===== config.mk =====
export PLATFORM = sky130hd
export DESIGN_NAME = ps2_rx_fifo_flat
export DESIGN_NICKNAME = d
export VERILOG_FILES = /design/src/rtl/ps2_rx_fifo_if.sv /design/src/rtl/ps2_rx_fifo.sv /design/src/flat_wrapper.sv
export SDC_FILE = /design/constraint.sdc
export NUM_CORES = 1
export LEC_CHECK = 0
export BUFFER_PORTS_ARGS = -buffer_cell sky130_fd_sc_hd__buf_2
export CAP_MARGIN = 20
export CORE_MARGIN = 1
export CORE_UTILIZATION = 67
export DETAILED_ROUTE_END_ITERATION = 8
export PLACE_DENSITY_LB_ADDON = 0.12
export REMOVE_ABC_BUFFERS = 1
export SLEW_MARGIN = 20
export SYNTH_ARGS = -nofsm -noshare
export SYNTH_HDL_FRONTEND = slang
export SYNTH_SLANG_ARGS = --single-unit

===== constraint.sdc =====
create_clock -name clk -period 5 [get_ports clk]
set_clock_uncertainty 0.2 [all_clocks]
set_input_delay 0.25 -clock clk [delete_from_list [all_inputs] [get_ports clk]]
set_output_delay 0.25 -clock clk [all_outputs]
set_load 0.01 [all_outputs]

===== src/rtl/ps2_rx_fifo_if.sv =====
// ---------------------------------------------------------------------------
// ps2_rx_fifo_if
// Purpose : consumer-side bus of the PS/2 receive FIFO. It carries the event
//           pop handshake and the status flags between the receiver and the
//           key/seven-segment display stage.
// Signals : nextdata_n - active-low pop strobe (consumer -> receiver)
//           data[8:0]  - FIFO head: [8]=break flag, [7:0]=scan code
//           ready      - FIFO not empty
//           overflow   - sticky "event dropped because FIFO full"
//           frame_err  - one-cycle pulse on a rejected frame
// Modports: slave  - the receiver (ps2_rx_fifo) side
//           master - the consumer side
// ---------------------------------------------------------------------------
interface ps2_rx_fifo_if;
    logic       nextdata_n;
    logic [8:0] data;
    logic       ready;
    logic       overflow;
    logic       frame_err;

    modport slave (
        input  nextdata_n,
        output data,
        output ready,
        output overflow,
        output frame_err
    );

    modport master (
        output nextdata_n,
        input  data,
        input  ready,
        input  overflow,
        input  frame_err
    );
endinterface


===== src/rtl/ps2_rx_fifo.sv =====
// ---------------------------------------------------------------------------
// ps2_rx_fifo
// Purpose : PS/2 keyboard receive front end. Synchronises the raw PS/2 lines,
//           deframes 11-bit frames (start, 8 data LSB-first, odd parity,
//           stop), folds the 0xF0 break prefix into bit 8 of the next event
//           and queues 9-bit key events in a FIFO for the display stage.
// Ports   : clk        - system clock, all logic on its rising edge
//           rstn       - asynchronous active-low reset
//           ps2_clk    - raw PS/2 clock (asynchronous, never driven)
//           ps2_data   - raw PS/2 data (asynchronous, never driven)
//           bus        - ps2_rx_fifo_if.slave: nextdata_n in; data, ready,
//                        overflow, frame_err out (all outputs registered)
// Params  : FIFO_DEPTH     - event entries, power of 2, >= 2
//           SYNC_STAGES    - synchroniser depth, >= 2
//           TIMEOUT_CYCLES - idle cycles before a partial frame is aborted
// Options : define PS2_TIMEOUT_EN to enable the partial-frame idle timeout.
//           Without it a partial frame waits indefinitely.
// ---------------------------------------------------------------------------
module ps2_rx_fifo #(
    parameter int FIFO_DEPTH     = 8,
    parameter int SYNC_STAGES    = 2,
    parameter int TIMEOUT_CYCLES = 50000
) (
    input  logic          clk,
    input  logic          rstn,
    input  logic          ps2_clk,
    input  logic          ps2_data,
    ps2_rx_fifo_if.slave  bus
);

    localparam int AW = $clog2(FIFO_DEPTH);
    localparam int PW = AW + 1;
    localparam logic [PW-1:0] PTR_ONE  = PW'(1);
    // Pointers differing only in the MSB means the write side lapped the read side.
    localparam logic [PW-1:0] FULL_XOR = {1'b1, {AW{1'b0}}};

    // Elaboration-time parameter sanity checks
    if (FIFO_DEPTH < 2 || (FIFO_DEPTH & (FIFO_DEPTH - 1)) != 0) begin : g_bad_depth
        $error("FIFO_DEPTH must be a power of 2 and at least 2");
    end
    if (SYNC_STAGES < 2) begin : g_bad_sync
        $error("SYNC_STAGES must be at least 2");
    end
    if (TIMEOUT_CYCLES < 1) begin : g_bad_timeout
        $error("TIMEOUT_CYCLES must be at least 1");
    end

    // Odd parity over data+parity plus a high stop bit makes a good frame.
    function automatic logic frame_ok(input logic [7:0] code_i,
                                      input logic       par_i,
                                      input logic       stop_i);
        return (^{code_i, par_i}) & stop_i;
    endfunction

    // ---------------- synchroniser / edge detect ----------------
    logic [SYNC_STAGES-1:0] clk_sync_q, clk_sync_d;
    logic [SYNC_STAGES-1:0] data_sync_q, data_sync_d;
    logic                   clk_prev_q, clk_prev_d;
    logic                   sample_q, sample_d;
    logic                   sample_bit_q, sample_bit_d;
    logic                   clk_synced_s;
    logic                   data_synced_s;

    // ---------------- deframer ----------------
    logic [3:0] bit_cnt_q, bit_cnt_d;
    logic [7:0] shift_q, shift_d;
    logic       parity_q, parity_d;
    logic       brk_pending_q, brk_pending_d;
    logic       push_req_q, push_req_d;
    logic [8:0] push_data_q, push_data_d;
    logic       frame_err_q, frame_err_d;
    logic       timeout_s;

    // ---------------- FIFO ----------------
    logic [8:0]    mem_q [FIFO_DEPTH];
    logic [PW-1:0] wr_ptr_q, wr_ptr_d;
    logic [PW-1:0] rd_ptr_q, rd_ptr_d;
    logic [8:0]    data_q, data_d;
    logic          ready_q, ready_d;
    logic          overflow_q, overflow_d;
    logic          full_s;
    logic          pop_s;
    logic          wr_en_s;
    logic [8:0]    head_s;

    assign clk_synced_s  = clk_sync_q[SYNC_STAGES-1];
    assign data_synced_s = data_sync_q[SYNC_STAGES-1];

    // Synchroniser shift and registered falling-edge strobe of ps2_clk
    always_comb begin
        clk_sync_d   = {clk_sync_q[SYNC_STAGES-2:0], ps2_clk};
        data_sync_d  = {data_sync_q[SYNC_STAGES-2:0], ps2_data};
        clk_prev_d   = clk_synced_s;
        sample_d     = clk_prev_q & ~clk_synced_s;
        // Data is captured together with the edge so both arrive in the same cycle.
        sample_bit_d = data_synced_s;
    end

    // Synchroniser and edge-detect registers (idle-high lines reset to 1)
    always_ff @(posedge clk or negedge rstn) begin
        if (!rstn) begin
            clk_sync_q   <= {SYNC_STAGES{1'b1}};
            data_sync_q  <= {SYNC_STAGES{1'b1}};
            clk_prev_q   <= 1'b1;
            sample_q     <= 1'b0;
            sample_bit_q <= 1'b1;
        end else begin
            clk_sync_q   <= clk_sync_d;
            data_sync_q  <= data_sync_d;
            clk_prev_q   <= clk_prev_d;
            sample_q     <= sample_d;
            sample_bit_q <= sample_bit_d;
        end
    end

`ifdef PS2_TIMEOUT_EN
    localparam int TW = $clog2(TIMEOUT_CYCLES + 1);
    logic [TW-1:0] idle_cnt_q, idle_cnt_d;

    // Idle counter: runs only while a frame is in progress and no edge arrives
    always_comb begin
        idle_cnt_d = idle_cnt_q;
        timeout_s  = 1'b0;
        if (sample_q || bit_cnt_q == 4'd0) begin
            idle_cnt_d = {TW{1'b0}};
        end else if (idle_cnt_q == TW'(TIMEOUT_CYCLES - 1)) begin
            // This cycle is the TIMEOUT_CYCLES-th idle cycle.
            idle_cnt_d = {TW{1'b0}};
            timeout_s  = 1'b1;
        end else begin
            idle_cnt_d = idle_cnt_q + TW'(1);
        end
    end

    // Idle counter register
    always_ff @(posedge clk or negedge rstn) begin
        if (!rstn) begin
            idle_cnt_q <= {TW{1'b0}};
        end else begin
            idle_cnt_q <= idle_cnt_d;
        end
    end
`else
    assign timeout_s = 1'b0;
`endif

    // Deframer: bit counter, shift register, frame check and break folding
    always_comb begin
        bit_cnt_d     = bit_cnt_q;
        shift_d       = shift_q;
        parity_d      = parity_q;
        brk_pending_d = brk_pending_q;
        push_req_d    = 1'b0;
        push_data_d   = push_data_q;
        frame_err_d   = 1'b0;
        if (sample_q) begin
            case (bit_cnt_q)
                4'd0: begin
                    // A high "start bit" is line noise: stay idle without complaint.
                    if (!sample_bit_q) begin
                        bit_cnt_d = 4'd1;
                    end else begin
                        bit_cnt_d = 4'd0;
                    end
                end
                4'd1, 4'd2, 4'd3, 4'd4, 4'd5, 4'd6, 4'd7, 4'd8: begin
                    shift_d   = {sample_bit_q, shift_q[7:1]};
                    bit_cnt_d = bit_cnt_q + 4'd1;
                end
                4'd9: begin
                    parity_d  = sample_bit_q;
                    bit_cnt_d = 4'd10;
                end
                4'd10: begin
                    bit_cnt_d = 4'd0;
                    if (frame_ok(shift_q, parity_q, sample_bit_q)) begin
                        if (shift_q == 8'hF0) begin
                            brk_pending_d = 1'b1;
                        end else begin
                            push_req_d    = 1'b1;
                            push_data_d   = {brk_pending_q, shift_q};
                            brk_pending_d = 1'b0;
                        end
                    end else begin
                        frame_err_d = 1'b1;
                    end
                end
                default: begin
                    // Unreachable counts recover to idle.
                    bit_cnt_d = 4'd0;
                end
            endcase
        end else if (timeout_s) begin
            bit_cnt_d   = 4'd0;
            frame_err_d = 1'b1;
        end else begin
            bit_cnt_d = bit_cnt_q;
        end
    end

    // Deframer registers
    always_ff @(posedge clk or negedge rstn) begin
        if (!rstn) begin
            bit_cnt_q     <= 4'd0;
            shift_q       <= 8'h00;
            parity_q      <= 1'b0;
            brk_pending_q <= 1'b0;
            push_req_q    <= 1'b0;
            push_data_q   <= 9'h000;
            frame_err_q   <= 1'b0;
        end else begin
            bit_cnt_q     <= bit_cnt_d;
            shift_q       <= shift_d;
            parity_q      <= parity_d;
            brk_pending_q <= brk_pending_d;
            push_req_q    <= push_req_d;
            push_data_q   <= push_data_d;
            frame_err_q   <= frame_err_d;
        end
    end

    // FIFO control: pointer update, overflow flag and next head value
    always_comb begin
        full_s  = ((wr_ptr_q ^ rd_ptr_q) == FULL_XOR);
        // ready_q mirrors "not empty", so a pop on an empty FIFO is ignored here.
        pop_s   = ~bus.nextdata_n & ready_q;
        // A full FIFO still accepts a push when a pop frees a slot in the same cycle.
        wr_en_s = push_req_q & (~full_s | pop_s);

        if (wr_en_s) begin
            wr_ptr_d = wr_ptr_q + PTR_ONE;
        end else begin
            wr_ptr_d = wr_ptr_q;
        end

        if (pop_s) begin
            rd_ptr_d = rd_ptr_q + PTR_ONE;
        end else begin
            rd_ptr_d = rd_ptr_q;
        end

        if (push_req_q && full_s && !pop_s) begin
            overflow_d = 1'b1;
        end else if (pop_s) begin
            overflow_d = 1'b0;
        end else begin
            overflow_d = overflow_q;
        end

        ready_d = (wr_ptr_d != rd_ptr_d);

        // The slot being written this cycle is not yet in storage: bypass it.
        if (wr_en_s && (wr_ptr_q[AW-1:0] == rd_ptr_d[AW-1:0])) begin
            head_s = push_data_q;
        end else begin
            head_s = mem_q[rd_ptr_d[AW-1:0]];
        end

        if (ready_d) begin
            data_d = head_s;
        end else begin
            data_d = 9'h000;
        end
    end

    // FIFO storage
    always_ff @(posedge clk or negedge rstn) begin
        if (!rstn) begin
            for (int i = 0; i < FIFO_DEPTH; i++) begin
                mem_q[i] <= 9'h000;
            end
        end else if (wr_en_s) begin
            mem_q[wr_ptr_q[AW-1:0]] <= push_data_q;
        end else begin
            mem_q[wr_ptr_q[AW-1:0]] <= mem_q[wr_ptr_q[AW-1:0]];
        end
    end

    // FIFO pointers and registered output flags
    always_ff @(posedge clk or negedge rstn) begin
        if (!rstn) begin
            wr_ptr_q   <= {PW{1'b0}};
            rd_ptr_q   <= {PW{1'b0}};
            data_q     <= 9'h000;
            ready_q    <= 1'b0;
            overflow_q <= 1'b0;
        end else begin
            wr_ptr_q   <= wr_ptr_d;
            rd_ptr_q   <= rd_ptr_d;
            data_q     <= data_d;
            ready_q    <= ready_d;
            overflow_q <= overflow_d;
        end
    end

    assign bus.data      = data_q;
    assign bus.ready     = ready_q;
    assign bus.overflow  = overflow_q;
    assign bus.frame_err = frame_err_q;

endmodule


===== src/flat_wrapper.sv =====
// flat-port wrapper written by rule: the top's interface ports become plain ports
module ps2_rx_fifo_flat 
#(
    parameter int FIFO_DEPTH     = 8,
    parameter int SYNC_STAGES    = 2,
    parameter int TIMEOUT_CYCLES = 50000
)
  (clk, rstn, ps2_clk, ps2_data, bus_nextdata_n, bus_data, bus_ready, bus_overflow, bus_frame_err);
  ps2_rx_fifo_if bus_i ();
  input  logic clk;
  input  logic rstn;
  input  logic ps2_clk;
  input  logic ps2_data;
  input wire logic [$bits(bus_i.nextdata_n)-1:0] bus_nextdata_n;
  output wire logic [$bits(bus_i.data)-1:0] bus_data;
  output wire logic [$bits(bus_i.ready)-1:0] bus_ready;
  output wire logic [$bits(bus_i.overflow)-1:0] bus_overflow;
  output wire logic [$bits(bus_i.frame_err)-1:0] bus_frame_err;
  assign bus_i.nextdata_n = bus_nextdata_n;
  assign bus_data = bus_i.data;
  assign bus_ready = bus_i.ready;
  assign bus_overflow = bus_i.overflow;
  assign bus_frame_err = bus_i.frame_err;
  ps2_rx_fifo #(.FIFO_DEPTH(FIFO_DEPTH), .SYNC_STAGES(SYNC_STAGES), .TIMEOUT_CYCLES(TIMEOUT_CYCLES)) u_core (.clk(clk), .rstn(rstn), .ps2_clk(ps2_clk), .ps2_data(ps2_data), .bus(bus_i));
endmodule

==> results by group, run 1 <==
Outcome
  • Status: finished, final reports clean

Global routing
  • Vias in the first global route: 4,444
  • Global-route wire length before repair: 23.18 mm
  • Initial antenna violation count: 0
  • Largest net degree at the start of global routing: 80
  • GRT Total Usage: 32.57%
  • GRT overflow: 0

Cells and area
  • Design area: 6884 sq um
  • Share of cells above drive strength 1: 22.08%
  • Final cell count without fillers: 656
  • Area occupied by registers: 3085 sq um
  • Nets: 546
  • Multi-input combinational cell area: 2851 sq um
  • Final Core Density: 78.56%
  • Area growth from synthesis to layout: 12.88%
  • Ant diodes: 0
  • Fill count: 518

Synthesis
  • Synth warn: 0
  • Post-Syn Instances: 518
  • Mean post-synth cell area: 11.77 sq um
  • Area contributors post-synth: dfrtp_1 (48%), mux4_2 (8.5%), o21ai_0 (6.8%)
  • Post-synth top area cell: dfrtp_1
  • Synth top area share: 48.01%
  • Unique masters post-synth: 50
  • Post-synth EDFFs: 0
  • Sequential share of the synthesized area: 50.59%
  • Yosys reg bits: 123
  • Ys async rst share: 100.0%
  • Mapped Area: 6098 sq um
  • Post-synth top flop: dfrtp_1

Clock network
  • # resized after CTS: 0
  • Clock Sinks: 123
  • Max Buffers Root-to-Sink: 2
  • Hold-fix buffers, CTS: 4
  • Clk_lat worst skew: 0.52 ns
  • CTS tree: yes
  • # H-tree levels: 4
  • Clock Tree Root: clkbuf_8
  • Clock transition at the registers of the reported paths: 0.06 ns
  • Post-CTS Setup Bufs: 0
  • Total CTS buffers: 17

Routing
  • Via Count: 4,239
  • 1st-iter DRT viols: 292
  • DR DRC count: 0
  • Final wirelength: 14.09 mm
  • Final ANT Viol Nets: 0
  • Pre-Repair DR Iteration Count: 5
  • Wirelength per Cell: 21.48 microns
  • Via/cell ratio: 6.462

Worst setup path
  • Worst setup path end: u_core.bus.data[8]
  • Crit. End Element: flip-flop
  • CP arrival: 3.80 ns
  • Crit Path Class: reg -> reg
  • Req. time, crit path: 5.16 ns
  • Worst reg2reg path depth: 7
  • Peak fanout along the critical path: 31
  • Worst setup startpoint: u_core.wr_ptr_q[0]
  • Reg2Reg Capture Point: u_core.bus.data[8]
  • Reg2reg start: u_core.wr_ptr_q[0]
  • Worst reg2reg setup slack: 1.36 ns
  • Type of origin of the critical path: flip-flop

STA
  • Minimum clock period: 3.644 ns
  • Max-slew violation count: 0
  • Slew Limit Headroom: 33.62%
  • Final hold viol count: 0
  • Setup_tns: 0 ns
  • Tcrit/Tclk final: 72.88%
  • Setup ws final: 1.356 ns
  • RSZ-0062 raised after global routing: no
  • Pin slew with the least headroom to its limit: 0.9948 ns
  • Hold_ws: 0.1005 ns
  • # setup viols final: 0
  • Max Clock Freq: 274.4 MHz

Die
  • Die area: 9488 sq um
  • Num rows: 34
  • Core area: 8763 sq um
  • Num ports: 17
  • Initial Util: 69.59%
  • Die width: 97.41 microns
  • Die height: 97.41 microns

Pwr
  • PnR Total Power: 4.590 mW
  • Pwr Density: 666.8 nW/um^2
  • Comb power frac: 40.4%
  • Total net switching power: 1.707 mW
  • Pleak: 3.138 nW
  • Int Pwr: 2.883 mW
  • Clk pwr share: 27.2%
  • Switch share: 37.19%
  • Peak supply drop: 0.0003373 V
  • Register share of total power: 32.4%

Worst hold path
  • Hold WC Path Type: in -> async

Placement
  • I/O Buffers: 16
  • Placed Area: 6241 sq um
  • DP HPWL: 8.723 mm
  • Cell Count Post-Placement: 620
  • Place WS: 1.472 ns
  • Routability cong.: 0.8570

Run
  • Max-cap violations: 0
critical path, stage by stage (launching register included):
cell	delay, ns
dfrtp_1	0.32
buf_4	0.37
and2_1	0.27
nand2_1	0.43
a211oi_1	0.58
xor3_1	0.40
nor2_1	0.70
a21oi_1	0.20
layout by cell type, fill, tap and decap left out, types with 9 or more instances in the layout:
cell	synthesis	layout
mux2_2	25	25
mux4_2	23	23
nor2_1	9	9
buf_2	12	15
clkbuf_16	0	16
a21oi_1	15	15
mux2i_1	24	23
nand2_1	88	88
xnor2_1	12	12
o21ai_0	83	83
dfrtp_1	117	117
inv_1	9	9
cell type report:
type | count | share of cell area [%]
sequential | 123 | 44.82
multi-input combinational | 357 | 41.42
clock buffer | 19 | 6.270
timing repair buffer | 27 | 2.599
clock inverter | 13 | 2.435
tap | 108 | 1.963
inverter | 9 | 0.4907
cells in the mapped netlist, drive strengths merged, types with 3 or more instances:
cell / n
buf: 20
xnor3: 3
xor2: 7
inv: 9
a22oi: 3
a21oi: 15
nor2b: 5
ha: 6
mux2: 33
mux2i: 24
clkbuf: 9
a211oi: 3
mux4: 28
nor3b: 3
nand2b: 3
dfrtp: 117
dfstp: 6
o21ai: 84
xnor2: 13
nor2: 9
nand2: 88
cell families (layout without fill, tap and decap cells):
| kind of cell | after synthesis | after routing | share of synthesized area (%) |
|---|---|---|---|
| fa+ha+maj | 6 | 6 | 1.231 |
| compound gates | 116 | 116 | 10.44 |
| mux | 85 | 85 | 21.17 |
| flops | 123 | 123 | 50.60 |
| buf+inv | 38 | 68 | 2.831 |
| simple gates | 126 | 126 | 9.233 |
| xor+xnor | 24 | 24 | 4.493 |
sequential cells by signal (all words and copies together), names as in the netlist, 2 cells and up:
name                cells
u_core.bit_cnt_q        4
u_core.bus.data         9
u_core.clk_sync_q       2
u_core.data_sync_q      2
u_core.mem_q           72
u_core.push_data_q      9
u_core.rd_ptr_q         4
u_core.shift_q          8
u_core.wr_ptr_q         4
layer usage:
layer	part of all wire, %	up-vias	track usage, %
li1	-	1892	-
met1	42	2108	44.30
met5	0	-	0
met3	7.1	39	7.842
met4	3.6	0	17.65
met2	47	200	49.00
worst min-delay path by stage:
stage | startpoint | to | slack [ns] | cells past startpoint
global route | u_core.data_sync_q[0] | u_core.data_sync_q[1] | 0.16 | 0
detailed placement | u_core.data_sync_q[1] | u_core.sample_bit_q | 0.15 | 0
global placement | u_core.data_sync_q[0] | u_core.data_sync_q[1] | 0.15 | 0
CTS | ps2_clk | u_core.clk_sync_q[0] | 0.15 | 2
floorplan | rstn | u_core.bit_cnt_q[0] | -0.25 | 0
finish | rstn | u_core.mem_q[47] | 0.10 | 2
power groups by stage:
stage	clock network (mW)	logic (mW)	registers (mW)
CTS	1.26	1.85	1.48
global route	1.30	2.04	1.52
detailed placement	0	1.82	1.49
finish	1.25	1.86	1.49
global placement	0	1.75	1.48
floorplan	0	1.33	1.47
Note: power is estimated with default switching activity, not from simulation.
==> run 2, diff against run 1 <==
- ABC_AREA: not set -> 1
- CORE_UTILIZATION: 67 -> 57
- clock period: 5 -> 3.22 ns (I/O delays scaled with it)
==> run 2 against run 1 <==
- clock power grew 54%
- die area up 27%
- non-clock buffer count grew 10
- critical endpoint unchanged
- maximum frequency rose by 36%
- worst setup slack lost 0.82 ns
- area after synthesis is 8.9% higher
- synthesized cell count up 54%
- global-route usage decreased by 4.3 points
- power up 34%
- highest routed layer unchanged
- sequential power increased by 37%
- flip-flop and latch count is the same
- register-to-register slack got worse by 0.82 ns
==> results by group, run 2 <==
Outcome
  • Status: finished, final reports clean

Placement
  • I/O Buffers: 16 (unchanged)
  • Routability cong.: 0.8873 (+3.5%)
  • DP HPWL: 10.60 mm (+22%)

Pwr
  • Clk pwr share: 31.4% (+4.2 points)
  • Switch share: 37.33% (+0.14 points)
  • Pwr Density: 825.1 nW/um^2 (+24%)
  • Int Pwr: 3.849 mW (+33%)
  • Comb power frac: 35.3% (-5.1 points)
  • Pleak: 3.615 nW (+15%)
  • Total net switching power: 2.293 mW (+34%)
  • Register share of total power: 33.2% (+0.8 points)
  • Peak supply drop: 0.0005698 V (+69%)

Synthesis
  • Top-count cell post-synth: nand2_1
  • Post-synth top cells: nand2_1 (217), dfrtp_1 (117), nand3_1 (117)
  • Ys async rst share: 100.0% (unchanged)
  • Unique masters post-synth: 42 (-16%)
  • Yosys reg bits: 123 (unchanged)
  • Mean post-synth cell area: 8.336 sq um (-29%)
  • Post-synth top flop: dfrtp_1
  • Post-synth top area cell: dfrtp_1
  • Post-synth EDFFs: 0 (unchanged)
  • Synth top area share: 44.07% (-3.9 points)
  • Synth warn: 0 (unchanged)
  • Mapped Area: 6644 sq um (+8.9%)
  • Post-Syn Instances: 797 (+54%)
  • Sequential share of the synthesized area: 46.44% (-4.2 points)
  • Area contributors post-synth: dfrtp_1 (44%), nand2_1 (12%), nand3_1 (8.8%)

Die
  • Die height: 110.0 microns (+13%)
  • Core area: 11,370 sq um (+30%)
  • Num rows: 39 (+15%)
  • Num ports: 17 (unchanged)
  • Die width: 110.0 microns (+13%)
  • Initial Util: 58.44% (-11 points)
  • Die area: 12,090 sq um (+27%)

Worst setup path
  • Type of origin of the critical path: flip-flop
  • Worst reg2reg setup slack: 0.54 ns (-0.82 ns)
  • Reg2Reg Capture Point: u_core.bus.data[8]
  • Peak fanout along the critical path: 19 (-39%)
  • Crit. End Element: flip-flop
  • Crit Path Class: reg -> reg
  • Reg2reg start: u_core.rd_ptr_q[0]
  • CP arrival: 2.81 ns (-0.99 ns)
  • Worst reg2reg path depth: 9 (+2)
  • Req. time, crit path: 3.35 ns (-1.81 ns)

Cells and area
  • Largest Register: u_core.mem_q
  • Most common cell after layout, fill and taps aside: nand2_1
  • Largest register FFs: 72 (unchanged)
  • Share of cells above drive strength 1: 12.99% (-9.1 points)
  • Final Core Density: 65.47% (-13 points)
  • Fill count: 935 (+81%)
  • Area growth from synthesis to layout: 12.03%
  • Ant diodes: 0 (unchanged)
  • Nets: 815 (+49%)
  • Most frequent cells in the layout: nand2_1 (216), nand3_1 (117), dfrtp_1 (117)

Global routing
  • GRT overflow: 0 (unchanged)
  • Largest net degree at the start of global routing: 87 (+8.8%)
  • Global-route wire length before repair: 25.83 mm (+11%)
  • GRT Total Usage: 28.30% (-4.3 points)
  • Initial antenna violation count: 0 (unchanged)
  • Vias in the first global route: 5,351 (+20%)

Worst hold path
  • WHS Path Cells: 4
  • Worst Hold Path EP: u_core.rd_ptr_q[3]
  • Hold WC Path Type: in -> reg
  • Min-delay src: bus_nextdata_n

Run
  • Max-cap violations: 0 (unchanged)

STA
  • Tcrit/Tclk final: 83.32% (+10 points)
  • Hold_ws: 0.03944 ns (-0.06104 ns)
  • Pin slew with the least headroom to its limit: 0.8072 ns (-0.1876 ns)
  • Minimum clock period: 2.683 ns (-0.9612 ns)
  • RSZ-0062 raised after global routing: no
  • Setup_tns: 0 ns (unchanged)
  • Max Clock Freq: 372.7 MHz (+36%)
  • Final hold viol count: 0 (unchanged)
  • Max-slew violation count: 0 (unchanged)
  • # setup viols final: 0 (unchanged)
  • Slew Limit Headroom: 46.18% (+13 points)

Routing
  • DR DRC count: 0 (unchanged)
  • Final ANT Viol Nets: 0 (unchanged)
  • Via Count: 5,707 (+35%)
  • Wirelength per Cell: 16.49 microns (-23%)
  • 1st-iter DRT viols: 477 (+63%)
  • Final wirelength: 15.81 mm (+12%)
  • Pre-Repair DR Iteration Count: 7 (+2)
  • Via/cell ratio: 5.951 (-7.9%)

Clock network
  • # H-tree levels: 4 (unchanged)
  • # resized after CTS: 0 (unchanged)
  • Clock transition at the registers of the reported paths: 0.06 ns (about the same)
  • Total CTS buffers: 17 (unchanged)
  • Max Buffers Root-to-Sink: 2 (unchanged)
  • Clock Sinks: 123 (unchanged)
  • Clk_lat worst skew: 0.42 ns (-0.10 ns)
  • CTS tree: yes
  • Clock Tree Root: clkbuf_16
-- run 2: layer usage --
layer | global-route usage, % | vias to the layer above | routed length [microns]
li1 | - | 2768 | -
met1 | 35.39 | 2754 | 6878
met2 | 48.04 | 165 | 8033
met3 | 5.631 | 20 | 666
met4 | 11.05 | 0 | 233
met5 | 0 | - | 0
-- run 2: power by group through the flow --
stage | logic, mW | clock network, mW | registers (mW)
final | 2.17 | 1.93 | 2.04
after global routing | 2.44 | 2.02 | 2.07
after CTS | 2.16 | 1.96 | 2.04
after detailed placement | 2.15 | 0 | 2.06
after global placement | 2.10 | 0 | 2.06
after floorplan | 1.54 | 0 | 2.04
-- run 2: worst max path at each step --
stage | startpoint | to | slack, ns | depth (start not counted)
2_1_floorplan | u_core.bus.ready | u_core.bus.data[0] | 0.25 | 9
3_3_place_gp | u_core.rd_ptr_q[0] | u_core.bus.data[8] | 0.66 | 9
3_5_place_dp | u_core.rd_ptr_q[0] | u_core.bus.data[8] | 0.60 | 9
4_1_cts | u_core.rd_ptr_q[0] | u_core.bus.data[8] | 0.58 | 9
5_1_grt | u_core.rd_ptr_q[1] | u_core.bus.data[6] | 0.38 | 9
6_report | u_core.rd_ptr_q[0] | u_core.bus.data[8] | 0.54 | 9
-- run 2: layout make-up --
type | count | area, sq um | share of cell area [%]
multi-input cells | 545 | 2997 | 40.26
repair buffers | 37 | 272.8 | 3.664
clock inverters | 11 | 145.1 | 1.950
flip-flops and latches | 123 | 3085 | 41.45
clock buffers | 20 | 456.7 | 6.135
inverters | 80 | 307.8 | 4.135
well taps | 143 | 178.9 | 2.404
-- run 2: per-stage QoR --
step / area [sq um] / setup WS [ns] / instances / power [mW]
2_1_floorplan: 6387 / 0.2525 / 748 / 3.580
3_3_place_gp: 6812 / 0.6563 / 925 / 4.154
3_5_place_dp: 6812 / 0.5970 / 925 / 4.207
4_1_cts: 7443 / 0.5770 / 959 / 6.160
5_1_grt: 7443 / 0.3779 / 959 / 6.526
6_report: 7443 / 0.5370 / 959 / 6.142
-- run 2: critical path: stages (launching register included) --
cell and delay [ns]:
dfrtp_1 0.42, ha_1 0.29, inv_1 0.04, o21ai_2 0.62, inv_2 0.37, o211ai_1 0.23, nand3_1 0.13, nand3_1 0.11
nand2_1 0.05, a21oi_1 0.12
-- run 2: logic make-up after synthesis --
family | after synthesis | synth area share (%)
compound gates | 128 | 14.84
flops | 123 | 46.44
fa+ha+maj | 6 | 1.130
buf+inv | 129 | 8.493
xor+xnor | 12 | 1.695
mux | 1 | 0.1695
simple gates | 398 | 27.23
-- run 2: repair_timing --
| item | CTS | global route |
|---|---|---|
| setup buffers | 0 | 0 |
| endpoints found under the hold margin | 64 | 0 |
| hold buffers | 3 | 0 |
==> run 3, diff against run 2 <==
- CORE_UTILIZATION: 57 -> 63
- clock period: 3.22 -> 2.5 ns (I/O delays scaled with it)
==> run 3 against run 2 <==
- maximum frequency up 12%
- sequential share of layout area down 0.32 points
- non-clock buffer count is 7 higher
- global-route usage is 5.0 points higher
- via count increased by 4.8%
- clock power up 25%
- sequential power rose by 30%
- largest cell class unchanged
==> results by group, run 3 (synthesized netlist as in run 2, its figures left out) <==
Clock network
  • CTS tree: yes
  • Clock Sinks: 123 (unchanged)
  • Clock Tree Root: clkbuf_8
  • Clock transition at the registers of the reported paths: 0.06 ns (about the same)
  • # H-tree levels: 4 (unchanged)
  • Clk_lat worst skew: 0.53 ns (+0.11 ns)
  • Max Buffers Root-to-Sink: 2 (unchanged)
  • Total CTS buffers: 17 (unchanged)

Cells and area
  • Nets: 822 (+0.86%)
  • Fill count: 785 (-16%)
  • Final Core Density: 72.99% (+7.5 points)
  • Ant diodes: 0 (unchanged)
  • Most frequent cells in the layout: nand2_1 (216), nand3_1 (117), dfrtp_1 (117)
  • Most common cell after layout, fill and taps aside: nand2_1
  • Final cell count without fillers: 959 (unchanged)
  • Share of cells above drive strength 1: 13.12% (+0.13 points)
  • Area occupied by registers: 3085 sq um (unchanged)
  • Largest register FFs: 72 (unchanged)
  • Multi-input combinational cell area: 3004 sq um (+0.25%)
  • Largest Register: u_core.mem_q
  • Area growth from synthesis to layout: 12.90%

Die
  • Num ports: 17 (unchanged)
  • Initial Util: 64.65% (+6.2 points)
  • Core area: 10,280 sq um (-9.6%)
  • Num rows: 37 (-5.1%)
  • Die width: 104.7 microns (-4.8%)
  • Die area: 10,960 sq um (-9.4%)
  • Die height: 104.7 microns (-4.8%)

STA
  • Minimum clock period: 2.401 ns (-0.2824 ns)
  • Max Clock Freq: 416.6 MHz (+12%)
  • Setup_tns: 0 ns (unchanged)
  • # setup viols final: 0 (unchanged)
  • Final hold viol count: 0 (unchanged)
  • Tcrit/Tclk final: 96.02% (+13 points)
  • Max-slew violation count: 0 (unchanged)
  • Slew Limit Headroom: 65.69% (+20 points)
  • Pin slew with the least headroom to its limit: 0.5146 ns (-0.2926 ns)

Global routing
  • Vias in the first global route: 5,851 (+9.3%)
  • Initial antenna violation count: 0 (unchanged)
  • GRT overflow: 0 (unchanged)
  • Largest net degree at the start of global routing: 81 (-6.9%)
  • Global-route wire length before repair: 28.54 mm (+11%)
  • GRT Total Usage: 33.27% (+5.0 points)

Placement
  • Cell Count Post-Placement: 922 (-0.32%)
  • I/O Buffers: 16 (unchanged)
  • DP HPWL: 10.96 mm (+3.4%)
  • Routability cong.: 0.8448 (-4.8%)

Worst setup path
  • Req. time, crit path: 2.70 ns (-0.65 ns)
  • CP arrival: 2.60 ns (-0.21 ns)
  • Crit. End Element: flip-flop
  • Type of origin of the critical path: flip-flop
  • Peak fanout along the critical path: 12 (-7)
  • Crit Path Class: reg -> reg

Routing
  • Via Count: 5,982 (+4.8%)
  • Pre-Repair DR Iteration Count: 5 (-2)
  • Final wirelength: 17.21 mm (+8.8%)
  • Wirelength per Cell: 17.94 microns (+8.8%)
  • DR DRC count: 0 (unchanged)
  • 1st-iter DRT viols: 543 (+14%)
  • Via/cell ratio: 6.238 (+4.8%)
  • Final ANT Viol Nets: 0 (unchanged)

Pwr
  • Peak supply drop: 0.0007815 V (+37%)
  • PnR Total Power: 8.018 mW (+31%)
  • Pleak: 3.663 nW (+1.3%)
  • Pwr Density: 1069 nW/um^2 (+30%)

Worst hold path
  • Hold WC Path Type: in -> reg

Outcome
  • Status: finished, final reports clean

Run
  • Max-cap violations: 0 (unchanged)
[run 3: critical path, stage by stage, from the launching register on]
cell and delay (ns):
dfrtp_1 0.40, inv_1 0.06, nor2_1 0.30, nor2_2 0.10, nand3_4 0.15, nand2_4 0.10, inv_1 0.35, nand2_2 0.26
inv_4 0.17, nand2_1 0.06, nand2_1 0.08, a21oi_1 0.04
[run 3: what timing repair did]
| item | in CTS | in global routing |
|---|---|---|
| hold buffers | 6 | 0 |
| gates resized for setup | 0 | 2 |
| setup endpoints to repair | 0 | 25 |
| hold endpoints to repair | 122 | 0 |
| buffers inserted | 0 | 0 |
[run 3: metrics by stage]
step / setup slack (ns) / hold slack [ns] / cell area, sq um
after floorplan: -0.4675 / -0.3706 / 6387
after global placement: 0.1227 / -0.03808 / 6845
after detailed placement: 0.08720 / -0.03400 / 6845
after CTS: 0.08708 / 0.03677 / 7490
after global routing: -0.02038 / 0.03363 / 7501
final: 0.09940 / 0.03584 / 7501
[run 3: path summary, 6_finish.rpt]
check                                       from                   end  slack [ns]  cells after the start
min in group asynchronous                   rstn       u_core.mem_q[2]        0.48                      4
setup reg to reg                u_core.bus.ready    u_core.bus.data[1]         0.1                     11
hold reg to reg            u_core.data_sync_q[1]   u_core.sample_bit_q        0.16                      0
setup / recovery                u_core.bus.ready    u_core.bus.data[1]         0.1                     11
hold / removal                           ps2_clk  u_core.clk_sync_q[0]        0.04                      2
max in group asynchronous                   rstn   u_core.sample_bit_q        1.33                      4
[run 3: where the power goes]
part           leakage [nW]  switching (mW)  internal (mW)
Sequential             1.27           0.298           2.35
Combinational          2.11            1.92           1.03
Clock                 0.282           0.856           1.56
Total                  3.66            3.07           4.95
[run 3: area by class of cell]
class	instances	area share [%]
multi-input cells	545	40.05
well taps	136	2.269
flip-flops and latches	123	41.13
clock inverters	8	1.568
repair buffers	44	4.787
clock buffers	23	6.088
inverters	80	4.103
[run 3: per-layer routing]
layer	routed length, microns	vias up	global-route usage, %
li1	-	2780	-
met1	7141	2943	41.48
met2	8660	228	57.14
met3	1038	31	6.737
met4	365	0	12.58
met5	0	-	0
